[config.mk]
export PLATFORM = sky130hd
export DESIGN_NAME = stopwatch_ctrl_flat
export DESIGN_NICKNAME = d
export VERILOG_FILES = /design/src/rtl/stopwatch_pkg.sv /design/src/rtl/stopwatch_ctrl_if.sv /design/src/rtl/key_debounce.sv /design/src/rtl/stopwatch_ctrl.sv /design/src/flat_wrapper.sv
export SDC_FILE = /design/constraint.sdc
export NUM_CORES = 1
export LEC_CHECK = 0
export BUFFER_PORTS_ARGS = -buffer_cell sky130_fd_sc_hd__buf_2
export CAP_MARGIN = 20
export CORE_ASPECT_RATIO = 0.7
export CORE_MARGIN = 1
export CORE_UTILIZATION = 40
export CTS_BUF_LIST = sky130_fd_sc_hd__clkbuf_2 sky130_fd_sc_hd__clkbuf_4 sky130_fd_sc_hd__clkbuf_8
export DETAILED_ROUTE_END_ITERATION = 12
export PLACE_DENSITY = 0.57
export SETUP_SLACK_MARGIN = 0.3
export SLEW_MARGIN = 20
export SYNTH_ARGS = -nofsm -noshare
export SYNTH_HDL_FRONTEND = slang
export SYNTH_HIERARCHICAL = 1
export SYNTH_SLANG_ARGS = --single-unit
export TNS_END_PERCENT = 50
[constraint.sdc]
create_clock -name clk -period 1.9 [get_ports clk]
set_input_delay 0 -clock clk [delete_from_list [all_inputs] [get_ports clk]]
set_output_delay 0 -clock clk [all_outputs]
set_load 0.01 [all_outputs]
[src/rtl/stopwatch_pkg.sv]
// Shared encodings and default timing for the stopwatch front-end controller.
// States, commands and the key arbitration rule live here so every file agrees on them.
package stopwatch_pkg;

    localparam logic [1:0] ST_IDLE = 2'b00;
    localparam logic [1:0] ST_RUN  = 2'b01;
    localparam logic [1:0] ST_HOLD = 2'b10;
    localparam logic [1:0] ST_STEP = 2'b11;

    localparam logic [2:0] CMD_NONE  = 3'd0;
    localparam logic [2:0] CMD_CLR   = 3'd1;
    localparam logic [2:0] CMD_STOP  = 3'd2;
    localparam logic [2:0] CMD_START = 3'd3;
    localparam logic [2:0] CMD_INC   = 3'd4;

    localparam int DEF_DEB_MS  = 20;
    localparam int DEF_REP_DLY = 500;
    localparam int DEF_REP_PER = 100;
    localparam int DEF_CW      = 10;

    // press bits are {clr, stop, start, inc}; losers in the same cycle are dropped
    function automatic logic [2:0] arbitrate(input logic [3:0] press);
        if (press[3])      return CMD_CLR;
        else if (press[2]) return CMD_STOP;
        else if (press[1]) return CMD_START;
        else if (press[0]) return CMD_INC;
        else               return CMD_NONE;
    endfunction

endpackage

[src/rtl/stopwatch_ctrl_if.sv]
// Button inputs and counter-control outputs of the stopwatch front end.
// The controller is the slave; whatever drives the keys is the master.
interface stopwatch_ctrl_if;

    logic       key_start;
    logic       key_stop;
    logic       key_inc;
    logic       key_clr;
    logic       time_en;
    logic       step_pulse;
    logic       clr_pulse;
    logic [1:0] state;

    modport master (
        output key_start, key_stop, key_inc, key_clr,
        input  time_en, step_pulse, clr_pulse, state
    );

    modport slave (
        input  key_start, key_stop, key_inc, key_clr,
        output time_en, step_pulse, clr_pulse, state
    );

endinterface

[src/rtl/key_debounce.sv]
// Two-flop synchroniser plus counting debouncer for one raw push-button.
// key_press pulses for one cycle on each debounced rising edge; releases are silent.
module key_debounce
    import stopwatch_pkg::*;
#(
    parameter int DEB_MS = DEF_DEB_MS,
    parameter int CW     = DEF_CW
) (
    input  logic clk,
    input  logic rst,
    input  logic key_raw,
    output logic key_lvl,
    output logic key_press
);

    localparam logic [CW-1:0] DEB_LAST = CW'(DEB_MS - 1);

    logic [1:0]    sync;
    logic [CW-1:0] cnt;

    // any sample agreeing with the current level restarts the stability count
    always_ff @(posedge clk or negedge rst) begin
        if (!rst) begin
            sync      <= 2'b00;
            cnt       <= '0;
            key_lvl   <= 1'b0;
            key_press <= 1'b0;
        end else begin
            sync      <= {sync[0], key_raw};
            key_press <= 1'b0;
            if (sync[1] != key_lvl) begin
                if (cnt == DEB_LAST) begin
                    key_lvl   <= sync[1];
                    key_press <= sync[1];
                    cnt       <= '0;
                end else begin
                    cnt <= cnt + 1'b1;
                end
            end else begin
                cnt <= '0;
            end
        end
    end

endmodule

[src/rtl/stopwatch_ctrl.sv]
// Stopwatch front end: debounced keys, priority arbitration, run/hold FSM and
// inc auto-repeat, producing registered time_en / step_pulse / clr_pulse.
module stopwatch_ctrl
    import stopwatch_pkg::*;
#(
    parameter int DEB_MS  = DEF_DEB_MS,
    parameter int REP_DLY = DEF_REP_DLY,
    parameter int REP_PER = DEF_REP_PER,
    parameter int CW      = DEF_CW
) (
    input logic             clk,
    input logic             rst,
    stopwatch_ctrl_if.slave sw
);

    if (DEB_MS < 2 || REP_DLY < 2 || REP_PER < 2) begin : g_bad_timing
        $error("stopwatch_ctrl: DEB_MS, REP_DLY and REP_PER must all be at least 2");
    end
    if (DEB_MS >= (1 << CW) || REP_DLY >= (1 << CW) || REP_PER >= (1 << CW)) begin : g_bad_width
        $error("stopwatch_ctrl: CW too narrow for the timing parameters");
    end

    // The first repeat is REP_DLY after the STEP pulse, which already used one cycle before HOLD.
    localparam logic [CW-1:0] REP_FIRST_AT = CW'(REP_DLY - 2);
    localparam logic [CW-1:0] REP_NEXT_AT  = CW'(REP_PER - 1);

    logic [3:0]    key_raw;
    logic [3:0]    key_lvl;
    logic [3:0]    key_press;
    logic          inc_lvl;
    logic          unused_lvl;
    logic [2:0]    cmd;
    logic [1:0]    state_q;
    logic [1:0]    next_state;
    logic          clr_fire;
    logic          hold_stay;
    logic          rep_fire;
    logic          rep_en;
    logic          rep_first;
    logic [CW-1:0] rep_cnt;
    logic          time_en_q;
    logic          step_q;
    logic          clr_q;

    assign key_raw = {sw.key_clr, sw.key_stop, sw.key_start, sw.key_inc};

    for (genvar k = 0; k < 4; k++) begin : g_key
        key_debounce #(
            .DEB_MS (DEB_MS),
            .CW     (CW)
        ) u_deb (
            .clk       (clk),
            .rst       (rst),
            .key_raw   (key_raw[k]),
            .key_lvl   (key_lvl[k]),
            .key_press (key_press[k])
        );
    end

    assign inc_lvl    = key_lvl[0];
    assign unused_lvl = ^key_lvl[3:1];
    assign cmd        = arbitrate(key_press);

    // clr is only honoured once the watch is stopped
    always_comb begin
        next_state = state_q;
        clr_fire   = 1'b0;
        case (state_q)
            ST_IDLE, ST_HOLD: begin
                if (cmd == CMD_CLR) begin
                    next_state = ST_IDLE;
                    clr_fire   = 1'b1;
                end else if (cmd == CMD_START) begin
                    next_state = ST_RUN;
                end else if (cmd == CMD_INC) begin
                    next_state = ST_STEP;
                end
            end
            ST_RUN:  if (cmd == CMD_STOP) next_state = ST_HOLD;
            ST_STEP: next_state = ST_HOLD;
            default: next_state = ST_IDLE;
        endcase
    end

    always_comb begin
        hold_stay = (state_q == ST_HOLD) && (next_state == ST_HOLD);
        rep_fire  = hold_stay && rep_en && inc_lvl &&
                    (rep_cnt == (rep_first ? REP_FIRST_AT : REP_NEXT_AT));
    end

    always_ff @(posedge clk or negedge rst) begin
        if (!rst) begin
            state_q   <= ST_IDLE;
            time_en_q <= 1'b0;
            step_q    <= 1'b0;
            clr_q     <= 1'b0;
        end else begin
            state_q   <= next_state;
            time_en_q <= (next_state == ST_RUN);
            step_q    <= (next_state == ST_STEP) || rep_fire;
            clr_q     <= clr_fire;
        end
    end

    // Repeat is armed only via STEP, so HOLD entered from RUN never repeats.
    always_ff @(posedge clk or negedge rst) begin
        if (!rst) begin
            rep_en    <= 1'b0;
            rep_first <= 1'b0;
            rep_cnt   <= '0;
        end else if (state_q == ST_STEP) begin
            rep_en    <= 1'b1;
            rep_first <= 1'b1;
            rep_cnt   <= '0;
        end else if (hold_stay && rep_en && inc_lvl) begin
            if (rep_fire) begin
                rep_first <= 1'b0;
                rep_cnt   <= '0;
            end else begin
                rep_cnt <= rep_cnt + 1'b1;
            end
        end else begin
            rep_en    <= 1'b0;
            rep_first <= 1'b0;
            rep_cnt   <= '0;
        end
    end

    assign sw.time_en    = time_en_q;
    assign sw.step_pulse = step_q;
    assign sw.clr_pulse  = clr_q;
    assign sw.state      = state_q;

endmodule

[src/flat_wrapper.sv]
// flat-port wrapper written by rule: the top's interface ports become plain ports
module stopwatch_ctrl_flat import stopwatch_pkg::*;
#(
    parameter int DEB_MS  = DEF_DEB_MS,
    parameter int REP_DLY = DEF_REP_DLY,
    parameter int REP_PER = DEF_REP_PER,
    parameter int CW      = DEF_CW
)
  (clk, rst, sw_key_start, sw_key_stop, sw_key_inc, sw_key_clr, sw_time_en, sw_step_pulse, sw_clr_pulse, sw_state);
  stopwatch_ctrl_if sw_i ();
  input logic clk;
  input logic rst;
  input wire logic [$bits(sw_i.key_start)-1:0] sw_key_start;
  input wire logic [$bits(sw_i.key_stop)-1:0] sw_key_stop;
  input wire logic [$bits(sw_i.key_inc)-1:0] sw_key_inc;
  input wire logic [$bits(sw_i.key_clr)-1:0] sw_key_clr;
  output wire logic [$bits(sw_i.time_en)-1:0] sw_time_en;
  output wire logic [$bits(sw_i.step_pulse)-1:0] sw_step_pulse;
  output wire logic [$bits(sw_i.clr_pulse)-1:0] sw_clr_pulse;
  output wire logic [$bits(sw_i.state)-1:0] sw_state;
  assign sw_i.key_start = sw_key_start;
  assign sw_i.key_stop = sw_key_stop;
  assign sw_i.key_inc = sw_key_inc;
  assign sw_i.key_clr = sw_key_clr;
  assign sw_time_en = sw_i.time_en;
  assign sw_step_pulse = sw_i.step_pulse;
  assign sw_clr_pulse = sw_i.clr_pulse;
  assign sw_state = sw_i.state;
  stopwatch_ctrl #(.DEB_MS(DEB_MS), .REP_DLY(REP_DLY), .REP_PER(REP_PER), .CW(CW)) u_core (.clk(clk), .rst(rst), .sw(sw_i));
endmodule
==> results.ini <==
[cts]
clk_pin_slew_worst_paths_ns=0.07
cts.sinks=73
clockRootBuffer=clkbuf_8
cts_max_path_buffers=2
clkLatencyLatePin_ns=0.34
cts_buffers=9
h-tree-depth=3
postCtsSetupRepairBufs=0
cts_tree=built

[timing]
max_freq_ghz=0.672
finalSetupTns_ns=0
hold_viol_final=0
slew_viol_final=0
hold_ws_ns=0.174
finClkSkew_ns=0.00408
final.period_utilization_pct=78.3
worst_pin_slew_ns=0.478
min_period_ns=1.49
rsz0062_at_grt=yes
slew_headroom_pct=67.9
finalWorstSetupSlack_ns=0.412
finalSetupViolCount=0

[final_layout]
drive_gt1_share_pct=17.8
fin_cells=480
diodes=0
fin_area_sq_um=3940
areaGrowthSynthToFinish_pct=12.4
fin_nets=369

[pwr]
p_leak_nw=1.59
vdd_drop_max_uv=264
power_density_nw_per_um2=701

[floorplan]
die_w_um=114
boundaryPins=11
rows=28
fp.coreArea_sq_um=8480
die_area_sq_um=9140
die_h_um=80.3
initial_core_util_pct=41.3

[placed_design]
place_congestion=0.776
hpwl_um=4330
dpl-instance-area_sq_um=3720
post-place-ws_ns=0.416
portBuffers=10
post-place-cells=462

[worst_setup_path]
cp-end-kind=register
path_class=reg -> reg
arrival_ns=1.72
cp_max_fo=7
critPathLaunchType=register
required_ns=2.13

[grt]
grt_max_degree=39
grt_pass1_wl_um=11200
antenna_found_initial=0
grt_pass1_vias=2374
gr-total-overflow=0
grt_usage_pct=15.9

[detailed_routing]
drtIter0Drc=121
finalWirelength_um=6280
wl_met1_um=3480
dr.pass1.iters=4
met3RoutedLength_um=198
routed_via_density=5.20
highest_layer=met4
wl_met2_um=2520
vias=2498
drc=0
ant_nets=0
routedWlPerCell_um=13.1

[logic_synthesis]
syn_area_sq_um=3500
synth.ff_latch_count=73
synth_ff_type=dfrtp_1
synth_top_area_cell=dfrtp_1
netlist_top_cells_area=dfrtp_1 (52%), a21oi_1 (3.6%), o21ai_0 (3.4%)
syn_nets=342
synth-adder-area-share_pct=1.79
syn_inst=331
synth_xor_area_share_pct=4.00
synthMuxAreaShare_pct=1.71
synth_edf_count=0
synth_top_family_by_area=simple AND/OR/NAND/NOR gates
synthSimpleGateAreaFrac_pct=26.1
synth-compound-area-share_pct=12.6
synthArstFlopShare_pct=100
avgSynthCellArea_sq_um=10.6
yosysTopAreaCellShare_pct=52.1
ys_warn_count=6
ys_types=41
seq_area_frac_synth_pct=52.1

[hold_path]
hold_path.class=in -> async

[run]
cap_violations=0

[status]
status=finished, final reports clean

## cells in the final DEF, fill, tap and decap left out, types with 9 or more instances in the layout
cell,instances
clkbuf_8,10
buf_2,9
nor2_1,19
a21oi_1,25
nand2_1,15
xnor2_1,10
nand2b_1,10
inv_1,12
o21ai_0,24
or3_1,12
nand3_1,14
dfrtp_1,73
## final cells by class
type / instances / area, sq um
timing repair buffer: 17 / 130
tap: 120 / 150
inverter: 12 / 45.0
fill: 816 / 4540
sequential: 73 / 1830
clock buffer: 12 / 153
clock inverter: 1 / 5.00
multi-input combinational: 245 / 1630
## flip-flops by register name (all words and copies together) (netlist names)
register and count:
u_core/g_key.u_deb/cnt 40, u_core/g_key.u_deb/key_lvl 4, u_core/g_key.u_deb/key_press 4, u_core/g_key.u_deb/sync 8, u_core/rep_cnt 10, u_core/rep_en 1
u_core/rep_first 1, u_core/sw.clr_pulse 1, u_core/sw.state 2, u_core/sw.step_pulse 1, u_core/sw.time_en 1
## what timing repair did
| item | 4_1_cts | 5_1_grt |
|---|---|---|
| hold buffers | 5 | 0 |
| gates resized for setup | 0 | 1 |
| endpoints found under the hold margin | 40 | 0 |
| setup endpoints to repair | 0 | 2 |
## power by group
part / switching (mW) / leakage (nW) / internal (mW) / total, mW
clock network: 0.512 / 0.0850 / 0.515 / 1.03
registers: 0.0289 / 0.991 / 1.58 / 1.61
logic: 0.0743 / 0.517 / 0.0463 / 0.121
total: 0.615 / 1.59 / 2.14 / 2.76
## per-stage QoR
stage	total power, mW	util, %
6_report	2.76	46.4
3_3_place_gp	1.76	43.9
4_1_cts	2.82	46.4
3_5_place_dp	1.76	43.9
5_1_grt	2.90	46.4
2_1_floorplan	1.69	-
## metal layers
metal  track usage (%)  up-vias
li1                  -     1270
met5                 0        -
met1              23.1     1196
met2              21.9       22
met4              6.23        0
met3              4.98       10
## cells by family after synthesis
group,after synthesis
multiplexers,5
adder cells (fa/ha/maj),5
buffers and inverters,13
flip-flops,73
AO/OA/AOI/OAI,73
AND/OR/NAND/NOR,146
XOR/XNOR,16
## path summary, 6_finish.rpt
check | start | to | slack, ns | depth (start not counted)
min in group clk | sw_key_start | u_core/g_key[1].u_deb/sync[0] | 0.29 | 2
hold / removal | rst | u_core/rep_cnt[8] | 0.17 | 2
hold reg to reg | u_core/g_key[1].u_deb/sync[0] | u_core/g_key[1].u_deb/sync[1] | 0.35 | 0
setup / recovery | u_core/g_key[1].u_deb/cnt[3] | u_core/g_key[1].u_deb/key_lvl | 0.41 | 3
max in group asynchronous | rst | u_core/g_key[3].u_deb/cnt[9] | 1.20 | 3
setup reg to reg | u_core/g_key[1].u_deb/cnt[3] | u_core/g_key[1].u_deb/key_lvl | 0.41 | 3
## cell usage after synthesis (6+ instances only)
cell type  instances
a21oi_1           25
dfrtp_1           73
inv_1             12
nand2_1           15
nand2b_1          10
nand3_1           14
nand4_1            8
nor2_1            19
nor2_2             8
nor2b_1            8
nor3_1             6
o21ai_0           24
o31ai_1            8
or3_1             12
or4_1              8
xnor2_1           10
xor2_1             6
## critical path, stage by stage, from the launching register on
cell and delay [ns]:
dfrtp_1 0.45, nor4b_1 0.42, nand3_1 0.19, mux2_2 0.31
Note: power is estimated with default switching activity, not from simulation.
